--- config.mk ---
export PLATFORM = sky130hd
export DESIGN_NAME = instr_prefetch_register
export DESIGN_NICKNAME = d
export VERILOG_FILES = /design/src/rtl/instr_prefetch_register.sv
export SDC_FILE = /design/constraint.sdc
export NUM_CORES = 1
export LEC_CHECK = 0
export CORE_MARGIN = 3
export CORE_UTILIZATION = 48
export CTS_CLUSTER_DIAMETER = 200
export DETAILED_ROUTE_END_ITERATION = 6
export HOLD_SLACK_MARGIN = 0.06
export PLACE_DENSITY = 0.73
export SLEW_MARGIN = 40
export SYNTH_ARGS = -nofsm -noshare
export SYNTH_HDL_FRONTEND = slang
export SYNTH_SLANG_ARGS = --single-unit
--- constraint.sdc ---
create_clock -name CLK -period 2.6 [get_ports CLK]
set_input_delay 0.65 -clock CLK [delete_from_list [all_inputs] [get_ports CLK]]
set_output_delay 0.65 -clock CLK [all_outputs]
set_load 0.05 [all_outputs]
--- src/rtl/instr_prefetch_register.sv ---
// ============================================================================
// instr_prefetch_register
//   Instruction register fed by a DEPTH-entry prefetch queue, with decoded
//   MIPS fields.
//   Revision: 1.0
// ============================================================================
`default_nettype none

module instr_prefetch_register #(
  parameter int          DEPTH       = 4,
  parameter logic [31:0] RESET_INSTR = 32'h0000_0000
) (
  input  logic                         CLK,
  input  logic                         RST,
  input  logic                         inValid,
  input  logic [31:0]                  inData,
  output logic                         inReady,
  input  logic                         IRWre,
  input  logic                         flush,
  output logic [31:0]                  dataOut,
  output logic                         irValid,
  output logic                         irStall,
  output logic [$clog2(DEPTH+1)-1:0]   count,
  output logic [5:0]                   opcode,
  output logic [4:0]                   rs,
  output logic [4:0]                   rt,
  output logic [4:0]                   rd,
  output logic [4:0]                   sa,
  output logic [5:0]                   funct,
  output logic [15:0]                  imm
);

  localparam int AW = $clog2(DEPTH);
  localparam int CW = $clog2(DEPTH+1);
  localparam logic [AW-1:0] PTR_ONE  = AW'(1);
  localparam logic [CW-1:0] CNT_ONE  = CW'(1);
  localparam logic [CW-1:0] FULL_CNT = CW'(DEPTH);

  logic [31:0]   mem_q [DEPTH];
  logic [31:0]   mem_d [DEPTH];
  logic [AW-1:0] wr_ptr_q, wr_ptr_d;
  logic [AW-1:0] rd_ptr_q, rd_ptr_d;
  logic [CW-1:0] count_q, count_d;
  logic [31:0]   ir_q, ir_d;
  logic          ir_valid_q, ir_valid_d;

  logic empty, full, push, pop, bypass;

  assign empty = (count_q == '0);
  assign full  = (count_q == FULL_CNT);

  // An empty queue hands the offered word straight to the IR instead of storing it.
  assign pop    = ~flush & IRWre & ~empty;
  assign bypass = ~flush & IRWre & empty & inValid;
  assign push   = ~flush & inValid & ~full & ~bypass;

  always_comb begin
    mem_d      = mem_q;
    wr_ptr_d   = wr_ptr_q;
    rd_ptr_d   = rd_ptr_q;
    count_d    = count_q;
    ir_d       = ir_q;
    ir_valid_d = ir_valid_q;
    if (flush) begin
      wr_ptr_d   = '0;
      rd_ptr_d   = '0;
      count_d    = '0;
      ir_d       = RESET_INSTR;
      ir_valid_d = 1'b0;
    end else begin
      if (push) begin
        mem_d[wr_ptr_q] = inData;
        wr_ptr_d        = wr_ptr_q + PTR_ONE;
      end
      if (pop) begin
        ir_d       = mem_q[rd_ptr_q];
        ir_valid_d = 1'b1;
        rd_ptr_d   = rd_ptr_q + PTR_ONE;
      end else if (bypass) begin
        ir_d       = inData;
        ir_valid_d = 1'b1;
      end
      case ({push, pop})
        2'b10:   count_d = count_q + CNT_ONE;
        2'b01:   count_d = count_q - CNT_ONE;
        default: count_d = count_q;
      endcase
    end
  end

  // Queue storage carries no reset; occupancy alone decides what is live.
  always_ff @(posedge CLK) begin
    mem_q <= mem_d;
  end

  always_ff @(posedge CLK or negedge RST) begin
    if (!RST) begin
      wr_ptr_q   <= '0;
      rd_ptr_q   <= '0;
      count_q    <= '0;
      ir_q       <= RESET_INSTR;
      ir_valid_q <= 1'b0;
    end else begin
      wr_ptr_q   <= wr_ptr_d;
      rd_ptr_q   <= rd_ptr_d;
      count_q    <= count_d;
      ir_q       <= ir_d;
      ir_valid_q <= ir_valid_d;
    end
  end

  assign inReady = ~full;
  assign irStall = IRWre & empty & ~inValid;
  assign count   = count_q;
  assign dataOut = ir_q;
  assign irValid = ir_valid_q;

  assign opcode = ir_q[31:26];
  assign rs     = ir_q[25:21];
  assign rt     = ir_q[20:16];
  assign rd     = ir_q[15:11];
  assign sa     = ir_q[10:6];
  assign funct  = ir_q[5:0];
  assign imm    = ir_q[15:0];

endmodule

`default_nettype wire

==> flow_metrics.py, run 1 <==
metrics = {
    "drt": {
        "drc": 0,
        "vias_per_cell": 5.51,
        "totalWireLength_mm": 13.9,
        "vias": 3855,
        "drt_iter0_drc": 308,
        "drtPass1Iterations": 4,
        "ant_nets": 0,
        "avgRoutedWirePerCell_um": 19.9,
    },
    "timing": {
        "drv_slew": 0,
        "fin_crit_sh_pct": 93.7,
        "worst_pin_slew_ns": 0.623,
        "finalSetupViolCount": 0,
        "rsz0062_at_grt": "no",
        "fin_skew_ns": 0.00878,
        "period_needed_ns": 2.44,
        "hold_viol_final": 0,
        "relSlewSlack_pct": 58.5,
        "fmax_mhz": 411,
    },
    "global_route": {
        "grt_max_degree": 41,
        "grt-ovfl-total": 0,
        "grt_pass1_wl_mm": 22.3,
        "grt_pass1_vias": 4130,
        "track_usage_pct": 18.1,
        "antenna_found_initial": 0,
    },
    "yosys": {
        "netlist_area_sq_mm": 0.00711,
        "synth_async_sr_flop_share_pct": 23.8,
        "synth-main-ff-cell": "edfxtp_1",
        "netlist_instances": 416,
        "seq_area_frac_synth_pct": 68.1,
        "ys_seq_elements": 168,
        "syn_nets": 458,
        "avgSynthCellArea_sq_um": 17.1,
        "synthDistinctLibCells": 30,
        "synth_edf_count": 128,
        "synth_warnings": 0,
    },
    "cts": {
        "cts_tree": "yes",
        "post-cts-setup-buffers": 0,
        "cts_root_buf": "clkbuf_16",
        "cts.sinks": 168,
        "htreeDepth": 4,
        "clk_latency_ns": 0.42,
        "clk_pin_slew_worst_paths_ns": 0.07,
        "clockBufferDepth": 2,
        "post_cts_resized": 0,
        "postCtsHoldBufs": 0,
        "cts_inserted_buffers": 17,
    },
    "pwr": {
        "pwr_density_cell_mw_per_mm2": 907,
        "leakage_nw": 3.29,
        "vdd_drop_max_mv": 0.491,
        "p_total_mw": 8.07,
    },
    "floorplan": {
        "io_pins": 123,
        "die_w_um": 128,
        "core.rowCount": 43,
        "start_util_pct": 50.1,
        "dieArea_sq_mm": 0.0163,
        "die_y_um": 128,
        "coreArea_sq_mm": 0.0142,
    },
    "final_layout": {
        "layout-drive-gt1-share_pct": 19.6,
        "diodes": 0,
        "layout.nets": 549,
        "fillCellCount": 1020,
        "fin_util_pct": 62.6,
        "area_delta_synth_final_pct": 25.1,
    },
    "setup_path": {
        "path_class": "flop to primary output",
        "critPathArrivalTime_ns": 1.79,
        "crit_fanout": 7,
        "reg2reg_depth": 8,
        "end_kind": "primary output",
        "startpoint_type": "flop",
        "cp_data_required_time_ns": 1.95,
    },
    "run_status": {
        "status": "finished, final reports clean",
    },
    "placed_design": {
        "numPortBuffers": 122,
        "post-dp-hpwl_mm": 8.86,
        "place.gp.congestion": 0.784,
    },
    "job": {
        "drv_cap": 0,
    },
    "min_path": {
        "hold_path.class": "primary input to async pin",
    },
}
## metal layers
layer  global-route usage (%)  vias to the layer above  part of all wire, %
li1                         -                     1728                    -
met3                     5.00                       22                  5.2
met2                     28.8                      118                   50
met1                     24.5                     1987                   43
met4                     6.30                        0                  1.8
met5                        0                        -                    0
## through the flow
stage          setup WS, ns  TNS, ns  std cells  area (sq um)  hold slack (ns)
2_1_floorplan        0.0336        0        416          7120            0.354
3_3_place_gp        -0.0906  -0.0906        668          8300            0.479
3_5_place_dp         -0.160   -0.160        668          8300            0.491
4_1_cts              0.0452        0        700          8890            0.120
5_1_grt               0.120        0        700          8890            0.127
6_report              0.165        0        700          8890            0.130
## placed cells by master, fill, tap and decap left out, drive strengths merged, types with 3 or more instances in the layout
cell type and instances:
mux2i 34, inv 6, and2 4, clkdlybuf4s50 118, buf 25, clkinv 3, nand2 5, edfxtp 128
nor2 42, mux4 32, dfrtp 40, ha 4, a211oi 32, xor2 3, clkbuf 23
## cell usage after synthesis, types with 3 or more instances
master / number / area, sq um
and2_1: 4 / 25.0
inv_1: 4 / 15.0
edfxtp_1: 128 / 3840
buf_4: 52 / 390
a211oi_1: 32 / 240
clkbuf_1: 11 / 41.3
ha_1: 4 / 50.1
buf_12: 3 / 60.1
mux2i_1: 34 / 340
xor2_1: 3 / 26.3
dfrtp_1: 40 / 1000
nor2_1: 42 / 158
mux4_2: 32 / 721
nand2_1: 5 / 18.8
buf_2: 6 / 30.0
## worst paths after layout
kind | startpoint | endpoint | slack (ns)
setup / recovery | count[1] | irStall | 0.16
min in group CLK | irValid | irValid | 0.51
max in group asynchronous | RST | dataOut[8] | 1.90
hold / removal | RST | dataOut[1] | 0.13
setup reg to reg | count[1] | count[2] | 0.29
hold reg to reg | irValid | irValid | 0.51
## layout make-up
class | count | area (sq um) | share of cell area (%)
Clock inverter | 9 | 115 | 1.29
Tap cell | 180 | 225 | 2.53
Sequential cell | 168 | 4850 | 54.5
Timing Repair Buffer | 144 | 1460 | 16.5
Inverter | 4 | 15.0 | 0.169
Clock buffer | 23 | 478 | 5.37
Multi-Input combinational cell | 172 | 1750 | 19.6
## flip-flops by register name, summed over array words and instances (netlist names)
signal / cells
count: 3
mem_q: 128
dataOut: 32
wr_ptr_q: 2
rd_ptr_q: 2
irValid: 1
## worst max-delay path, cell delays in order, from the launching register on
cell and delay [ns]:
dfrtp_2 0.47, or3_4 0.45, nor3b_2 0.27, buf_12 0.18
## report_power, final
group | internal [mW] | total [mW] | leakage, nW | switching, mW
Clock | 1.50 | 2.51 | 0.284 | 1.01
Sequential | 3.08 | 3.22 | 1.67 | 0.144
Combinational | 0.943 | 2.34 | 1.33 | 1.40
Total | 5.52 | 8.07 | 3.29 | 2.55
## logic make-up after synthesis
logic type / Yosys count / synth area share (%)
compound gates: 38 / 4.01
xor+xnor: 4 / 0.493
fa+ha+maj: 5 / 0.986
buf+inv: 76 / 7.55
flops: 168 / 68.1
mux: 67 / 15.1
simple gates: 58 / 3.73
No activity file was read; power rests on OpenSTA's default activity.
==> run 2: changes to the inputs <==
Settings changed: HOLD_SLACK_MARGIN 0.06 to 0.1.
==> results of run 2 <==
No change in the layout: final DEF, timing and power equal those of run 1.
